[config.mk]
export PLATFORM = sky130hd
export DESIGN_NAME = mem_burst_tester_flat
export DESIGN_NICKNAME = d
export VERILOG_FILES = /design/src/rtl/mem_burst_tester_if.sv /design/src/rtl/mem_burst_tester.sv /design/src/flat_wrapper.sv
export SDC_FILE = /design/constraint.sdc
export NUM_CORES = 1
export LEC_CHECK = 0
export CORE_MARGIN = 4
export CORE_UTILIZATION = 45
export CTS_BUF_LIST = sky130_fd_sc_hd__clkbuf_16
export CTS_CLUSTER_DIAMETER = 50
export DETAILED_ROUTE_END_ITERATION = 12
export PLACE_DENSITY = 0.87
export SKIP_CTS_REPAIR_TIMING = 1
export SLEW_MARGIN = 20
export SYNTH_ARGS = -nofsm -noshare
export SYNTH_HDL_FRONTEND = slang
export SYNTH_SLANG_ARGS = --single-unit
[constraint.sdc]
create_clock -name mem_clk -period 7.8 [get_ports mem_clk]
set_input_delay 1.56 -clock mem_clk [delete_from_list [all_inputs] [get_ports mem_clk]]
set_output_delay 1.56 -clock mem_clk [all_outputs]
set_load 0.02 [all_outputs]
[src/rtl/mem_burst_tester_if.sv]
// Burst request/data bus between the DDR3 self-test initiator and the memory controller.
interface mem_burst_tester_if #(
    parameter int MEM_DATA_BITS = 64,
    parameter int ADDR_BITS     = 24
);
    logic                     wr_burst_req;
    logic [9:0]               wr_burst_len;
    logic [ADDR_BITS-1:0]     wr_burst_addr;
    logic                     wr_burst_data_req;
    logic [MEM_DATA_BITS-1:0] wr_burst_data;
    logic                     wr_burst_finish;
    logic                     rd_burst_req;
    logic [9:0]               rd_burst_len;
    logic [ADDR_BITS-1:0]     rd_burst_addr;
    logic                     rd_burst_data_valid;
    logic [MEM_DATA_BITS-1:0] rd_burst_data;
    logic                     rd_burst_finish;

    // Initiator side (the tester)
    modport master (
        output wr_burst_req, wr_burst_len, wr_burst_addr, wr_burst_data,
        output rd_burst_req, rd_burst_len, rd_burst_addr,
        input  wr_burst_data_req, wr_burst_finish,
        input  rd_burst_data_valid, rd_burst_data, rd_burst_finish
    );

    // Controller side
    modport slave (
        input  wr_burst_req, wr_burst_len, wr_burst_addr, wr_burst_data,
        input  rd_burst_req, rd_burst_len, rd_burst_addr,
        output wr_burst_data_req, wr_burst_finish,
        output rd_burst_data_valid, rd_burst_data, rd_burst_finish
    );
endinterface

[src/rtl/mem_burst_tester.sv]
// DDR3 self-test engine: writes an address/pass-derived pattern over TEST_WORDS words
// in BURST_LEN bursts, reads it back, compares every beat and keeps error/pass counters.
// The pattern uses base[15:0], so ADDR_BITS is expected to be at least 16.
module mem_burst_tester #(
    parameter int MEM_DATA_BITS = 64,
    parameter int ADDR_BITS     = 24,
    parameter int BURST_LEN     = 128,
    parameter int TEST_WORDS    = 4096
) (
    input  logic               mem_clk,
    input  logic               rst,
    input  logic               calib_done,
    mem_burst_tester_if.master bus,
    output logic               error,
    output logic               err_flag,
    output logic [15:0]        error_cnt,
    output logic [15:0]        pass_cnt
);
    localparam int                 REPS     = MEM_DATA_BITS / 16;
    localparam logic [9:0]         LEN      = 10'(BURST_LEN);
    localparam logic [ADDR_BITS:0] STEP     = (ADDR_BITS+1)'(BURST_LEN);
    localparam logic [ADDR_BITS:0] END_ADDR = (ADDR_BITS+1)'(TEST_WORDS);

    typedef enum logic [2:0] {IDLE, W_REQ, W_GAP, R_REQ, R_GAP} state_t;
    state_t state, state_nxt;

    logic                     calib_q;
    logic [ADDR_BITS:0]       base;      // one extra bit so it can hold TEST_WORDS
    logic [9:0]               beat;      // shared by write and read bursts
    logic [15:0]              word;
    logic [MEM_DATA_BITS-1:0] expect_data;
    logic                     wrap;
    logic                     wr_req;
    logic                     rd_req;
    logic                     beat_step;
    logic                     mismatch;

    assign word        = base[15:0] + 16'(beat);
    assign expect_data = {REPS{word ^ {pass_cnt[7:0], pass_cnt[7:0]}}};
    assign wrap        = (base == END_ADDR);
    assign beat_step   = (wr_req && bus.wr_burst_data_req) || (rd_req && bus.rd_burst_data_valid);
    assign mismatch    = rd_req && bus.rd_burst_data_valid && (bus.rd_burst_data != expect_data);

    assign bus.wr_burst_req  = wr_req;
    assign bus.rd_burst_req  = rd_req;
    assign bus.wr_burst_len  = LEN;
    assign bus.rd_burst_len  = LEN;
    assign bus.wr_burst_addr = wr_req ? base[ADDR_BITS-1:0] : '0;
    assign bus.rd_burst_addr = rd_req ? base[ADDR_BITS-1:0] : '0;
    assign bus.wr_burst_data = wr_req ? expect_data : '0;

    // State register
    always_ff @(posedge mem_clk) begin
        if (rst) state <= IDLE;
        else     state <= state_nxt;
    end

    // Next-state and request decode
    always_comb begin
        state_nxt = state;
        wr_req    = 1'b0;
        rd_req    = 1'b0;
        case (state)
            IDLE:  if (calib_q) state_nxt = W_REQ;
            W_REQ: begin
                wr_req = 1'b1;
                if (bus.wr_burst_finish) state_nxt = W_GAP;
            end
            W_GAP: state_nxt = wrap ? R_REQ : W_REQ;
            R_REQ: begin
                rd_req = 1'b1;
                if (bus.rd_burst_finish) state_nxt = R_GAP;
            end
            R_GAP: state_nxt = wrap ? W_REQ : R_REQ;
            default: state_nxt = IDLE;
        endcase
    end

    // Registered calib_done: start is taken from a clean flop, not straight off the controller
    always_ff @(posedge mem_clk) begin
        if (rst) calib_q <= 1'b0;
        else     calib_q <= calib_done;
    end

    // Beat counter: cleared outside bursts, saturates at BURST_LEN
    always_ff @(posedge mem_clk) begin
        if (rst || !(wr_req || rd_req)) beat <= '0;
        else if (beat_step && beat != LEN) beat <= beat + 10'd1;
    end

    // Burst base address: advance on finish, wrap to 0 in the gap after the last burst
    always_ff @(posedge mem_clk) begin
        if (rst) begin
            base <= '0;
        end else begin
            case (state)
                IDLE:         base <= '0;
                W_REQ:        if (bus.wr_burst_finish) base <= base + STEP;
                R_REQ:        if (bus.rd_burst_finish) base <= base + STEP;
                W_GAP, R_GAP: if (wrap) base <= '0;
                default:      base <= base;
            endcase
        end
    end

    // Pass counter: one full write+read sweep completes in the final read gap
    always_ff @(posedge mem_clk) begin
        if (rst)                          pass_cnt <= '0;
        else if (state == R_GAP && wrap)  pass_cnt <= pass_cnt + 16'd1;
    end

    // Read-back checking: pulse, sticky flag and saturating mismatch count
    always_ff @(posedge mem_clk) begin
        if (rst) begin
            error     <= 1'b0;
            err_flag  <= 1'b0;
            error_cnt <= '0;
        end else begin
            error <= mismatch;
            if (mismatch) begin
                err_flag <= 1'b1;
                if (error_cnt != 16'hFFFF) error_cnt <= error_cnt + 16'd1;
            end
        end
    end
endmodule

[src/flat_wrapper.sv]
// flat-port wrapper written by rule: the top's interface ports become plain ports
module mem_burst_tester_flat 
#(
    parameter int MEM_DATA_BITS = 64,
    parameter int ADDR_BITS     = 24,
    parameter int BURST_LEN     = 128,
    parameter int TEST_WORDS    = 4096
)
  (mem_clk, rst, calib_done, error, err_flag, error_cnt, pass_cnt, bus_wr_burst_req, bus_wr_burst_len, bus_wr_burst_addr, bus_wr_burst_data, bus_rd_burst_req, bus_rd_burst_len, bus_rd_burst_addr, bus_wr_burst_data_req, bus_wr_burst_finish, bus_rd_burst_data_valid, bus_rd_burst_data, bus_rd_burst_finish);
  mem_burst_tester_if #(.MEM_DATA_BITS(MEM_DATA_BITS), .ADDR_BITS(ADDR_BITS)) bus_i ();
  input  logic mem_clk;
  input  logic rst;
  input  logic calib_done;
  output logic error;
  output logic err_flag;
  output logic [15:0] error_cnt;
  output logic [15:0] pass_cnt;
  output wire logic [$bits(bus_i.wr_burst_req)-1:0] bus_wr_burst_req;
  output wire logic [$bits(bus_i.wr_burst_len)-1:0] bus_wr_burst_len;
  output wire logic [$bits(bus_i.wr_burst_addr)-1:0] bus_wr_burst_addr;
  output wire logic [$bits(bus_i.wr_burst_data)-1:0] bus_wr_burst_data;
  output wire logic [$bits(bus_i.rd_burst_req)-1:0] bus_rd_burst_req;
  output wire logic [$bits(bus_i.rd_burst_len)-1:0] bus_rd_burst_len;
  output wire logic [$bits(bus_i.rd_burst_addr)-1:0] bus_rd_burst_addr;
  input wire logic [$bits(bus_i.wr_burst_data_req)-1:0] bus_wr_burst_data_req;
  input wire logic [$bits(bus_i.wr_burst_finish)-1:0] bus_wr_burst_finish;
  input wire logic [$bits(bus_i.rd_burst_data_valid)-1:0] bus_rd_burst_data_valid;
  input wire logic [$bits(bus_i.rd_burst_data)-1:0] bus_rd_burst_data;
  input wire logic [$bits(bus_i.rd_burst_finish)-1:0] bus_rd_burst_finish;
  assign bus_wr_burst_req = bus_i.wr_burst_req;
  assign bus_wr_burst_len = bus_i.wr_burst_len;
  assign bus_wr_burst_addr = bus_i.wr_burst_addr;
  assign bus_wr_burst_data = bus_i.wr_burst_data;
  assign bus_rd_burst_req = bus_i.rd_burst_req;
  assign bus_rd_burst_len = bus_i.rd_burst_len;
  assign bus_rd_burst_addr = bus_i.rd_burst_addr;
  assign bus_i.wr_burst_data_req = bus_wr_burst_data_req;
  assign bus_i.wr_burst_finish = bus_wr_burst_finish;
  assign bus_i.rd_burst_data_valid = bus_rd_burst_data_valid;
  assign bus_i.rd_burst_data = bus_rd_burst_data;
  assign bus_i.rd_burst_finish = bus_rd_burst_finish;
  mem_burst_tester #(.MEM_DATA_BITS(MEM_DATA_BITS), .ADDR_BITS(ADDR_BITS), .BURST_LEN(BURST_LEN), .TEST_WORDS(TEST_WORDS)) u_core (.mem_clk(mem_clk), .rst(rst), .calib_done(calib_done), .bus(bus_i), .error(error), .err_flag(err_flag), .error_cnt(error_cnt), .pass_cnt(pass_cnt));
endmodule
==> impl_metrics.toml <==
[status]
status = "completed"

[finish]
seq_area_um2 = 1320
finalInstanceArea_um2 = 6850
fin_nets = 847
multi_input_area_um2 = 2980
layout_common_cells = "clkdlybuf4s50_1 (203), nor2_1 (90), dfxtp_1 (66), and3_1 (45), conb_1 (34)"
mostFrequentLayoutCell = "clkdlybuf4s50_1"
area_growth_pct = 37.6
fillers = 911
drive_gt1_share_pct = 4.01
n_antenna_cell = 0
fin_util_pct = 63.2

[worst_hold_path]
min_path_type = "reg2reg"

[worst_setup_path]
reg2reg_depth = 9
path_cells = "nor2_1 > nand2_1 > nor2_1 > clkdlybuf4s50_1"
start_kind = "flip-flop"
cp_common_cell = "nor2_1"
rr_startpoint = "u_core.base[9]$_SDFFE_PP0P_"
critPathArrivalTime_ns = 3.62
timing.critical_path.buf_inv = 1
path_max_fanout = 28
crit_family = "simple AND/OR/NAND/NOR gates"
startpoint = "u_core.state[1]$_SDFFE_PP0P_"
reg2reg_slack_ns = 4.15
cpMaxStageDelayCell = "nor2_1"
cp-endpoint = "bus_wr_burst_data[54]"
crit_cells = 4
critPathKind = "reg2out"
regToRegEndpoint = "u_core.error_cnt[7]$_SDFFE_PP0P_"
cp.required_ns = 6.24
cp-end-kind = "output port"
cp_slowest_stage_delay_ns = 0.77

[cts]
clk_pin_slew_ns = 0.05
htree_num_levels = 3
root_buffer = "clkbuf_16"
cts_max_path_buffers = 2
worstSkewPairLatency_ns = 0.33
cts.sink_count = 66
cts_tree = "done"
numCtsBuffers = 9

[floorplanning]
core_um2 = 10800
io_pins = 239
rows = 38
start_util_pct = 45.9
die_w_um = 113
die-height_um = 113
die_area_um2 = 12800

[detailed_routing]
wl_met3_mm = 1.31
dr.pass1.iters = 7
drc = 0
wl_per_cell_um = 17.0
drtAntennaViolNets = 0
drt-met1-wl_mm = 5.91
routed_via_density = 5.56
routed.top_layer = "met4"
dr_wl_met2_mm = 7.94
wirelength_mm = 15.5
first_iter_violations = 338
route.vias.total = 5075

[pwr]
p_per_area_nw_per_um2 = 127
power.switching_uw = 233
combPwrFrac_pct = 14.9
p_leak_nw = 2.65
max-vdd-ir-drop_v = 0.0000935
seqPwrFrac_pct = 40.3
p_sw_share_pct = 26.7
p_int_uw = 640
p_clk_share_pct = 44.7

[synthesis]
synth_edf_count = 0
yosys.cell_types.count = 54
synth_top_flop_cell = "dfxtp_1"
ys_warn_count = 0
ys_seq_area_share_pct = 26.5
synthesis.area_um2 = 4980
async_flop_share_pct = 0
syn_inst = 637
syn_avg_cell_area_um2 = 7.82
synth_seq_cells = 66

[global_route]
grt-ovfl-total = 0
grt_pass1_vias = 4983
grt_pass1_wl_mm = 24.9
grtUsageTotal_pct = 23.5
grt_max_degree = 60
grt_antenna_before_repair = 0

[place]
place_area_um2 = 6560
gp_congestion = 0.940
dp_hpwl_mm = 11.9
io_buffers = 204
dp_slack_ns = 2.90

[timing]
max_freq_ghz = 0.193
finalCritPeriodShare_pct = 66.4
min_period_ns = 5.18
finalClockSkew_ns = 0.00816
layout_setup_ws_ns = 2.62
rsz0062_at_grt = "no"
setup_tns_ns = 0
hold_viol = 0
finalSetupViolations = 0
final-max-slew-violation-count = 0
worstMarginPinSlew_ns = 0.965
timing.slew.headroom_pct = 35.2

[job]
maxCapViolCount = 0
how the worst min path moves through the flow:
stage,start,endpoint,slack (ns),cells past startpoint
6_report,u_core.err_flag$_SDFFE_PP0P_,u_core.err_flag$_SDFFE_PP0P_,0.48,2
3_5_place_dp,u_core.err_flag$_SDFFE_PP0P_,u_core.err_flag$_SDFFE_PP0P_,0.47,2
5_1_grt,u_core.err_flag$_SDFFE_PP0P_,u_core.err_flag$_SDFFE_PP0P_,0.53,2
2_1_floorplan,u_core.base[24]$_SDFFE_PP0P_,u_core.base[24]$_SDFFE_PP0P_,0.46,2
3_3_place_gp,u_core.err_flag$_SDFFE_PP0P_,u_core.err_flag$_SDFFE_PP0P_,0.46,2
4_1_cts,u_core.err_flag$_SDFFE_PP0P_,u_core.err_flag$_SDFFE_PP0P_,0.48,2
power groups by stage:
stage	logic (mW)	registers [mW]	clock network (mW)
detailed placement	0.127	0.359	0
CTS	0.128	0.352	0.393
finish	0.130	0.352	0.390
global route	0.141	0.353	0.411
floorplan	0.0925	0.349	0
global placement	0.124	0.358	0
state kept, by name, summed over array words and instances, names as in the netlist:
signal	flops
u_core.error_cnt	16
u_core.error	1
u_core.state	3
u_core.calib_q	1
u_core.beat	10
u_core.err_flag	1
u_core.base	18
u_core.pass_cnt	16
cell families after synthesis:
group           Yosys count  share of synthesized area [%]
buf+inv                 127                           16.1
xor+xnor                 48                           8.44
mux                      27                           6.08
other cells               2                          0.151
simple gates            289                           31.2
compound gates           69                           9.27
flops                    66                           26.5
fa+ha+maj                 9                           2.21
metal layers:
metal  vias up  global-route usage (%)
li1       2405                       -
met1      2387                    27.5
met2       256                    41.7
met3        27                    6.04
met4         0                    7.85
met5         -                       0
metrics by stage:
stage | hold WS, ns | power, mW | std cells
6_report | 0.483 | 0.872 | 913
5_1_grt | 0.526 | 0.906 | 913
4_1_cts | 0.484 | 0.873 | 913
3_5_place_dp | 0.471 | 0.486 | 897
3_3_place_gp | 0.460 | 0.482 | 897
2_1_floorplan | 0.458 | 0.442 | 669
final cells by class:
cell class / count / area share, %
multi-input cells: 476 / 43.5
repair buffers: 207 / 30.1
flip-flops and latches: 66 / 19.3
clock buffers: 9 / 3.29
well taps: 140 / 2.56
clock inverters: 7 / 0.895
inverters: 8 / 0.438
synth_stat cells (2+ instances only):
cell / instances / area share, %
clkbuf_1: 29 / 2.2
conb_1: 2 / 0.15
nand2b_1: 5 / 0.63
nor2b_1: 10 / 1.3
xor2_1: 24 / 4.2
inv_1: 8 / 0.60
a21oi_1: 19 / 1.9
and3_1: 45 / 5.7
ha_1: 8 / 2.0
buf_2: 7 / 0.70
o41ai_1: 2 / 0.35
nand4_1: 28 / 3.5
nor4_1: 15 / 1.9
a22oi_1: 4 / 0.60
nor3_1: 8 / 0.80
dfxtp_1: 66 / 27
and2_1: 4 / 0.50
nor4b_1: 2 / 0.35
and4_1: 2 / 0.35
o21ai_0: 8 / 0.80
nand2_1: 21 / 1.6
a31oi_1: 3 / 0.38
mux2i_1: 19 / 3.8
or3_1: 3 / 0.38
nand3_1: 25 / 2.5
o21ai_1: 11 / 1.1
o22a_1: 2 / 0.35
xnor2_1: 24 / 4.2
nor3b_1: 6 / 0.90
mux2_4: 6 / 1.8
nor2_1: 90 / 6.8
o31a_1: 2 / 0.35
buf_4: 82 / 12
o31ai_1: 8 / 1.2
or4_1: 20 / 3.0
tightest hold or removal path, stage by stage, from the launching register on:
cell,delay [ns]
dfxtp_1,0.32
nor2_1,0.05
nor2_1,0.08
Note: power is estimated with default switching activity, not from simulation.
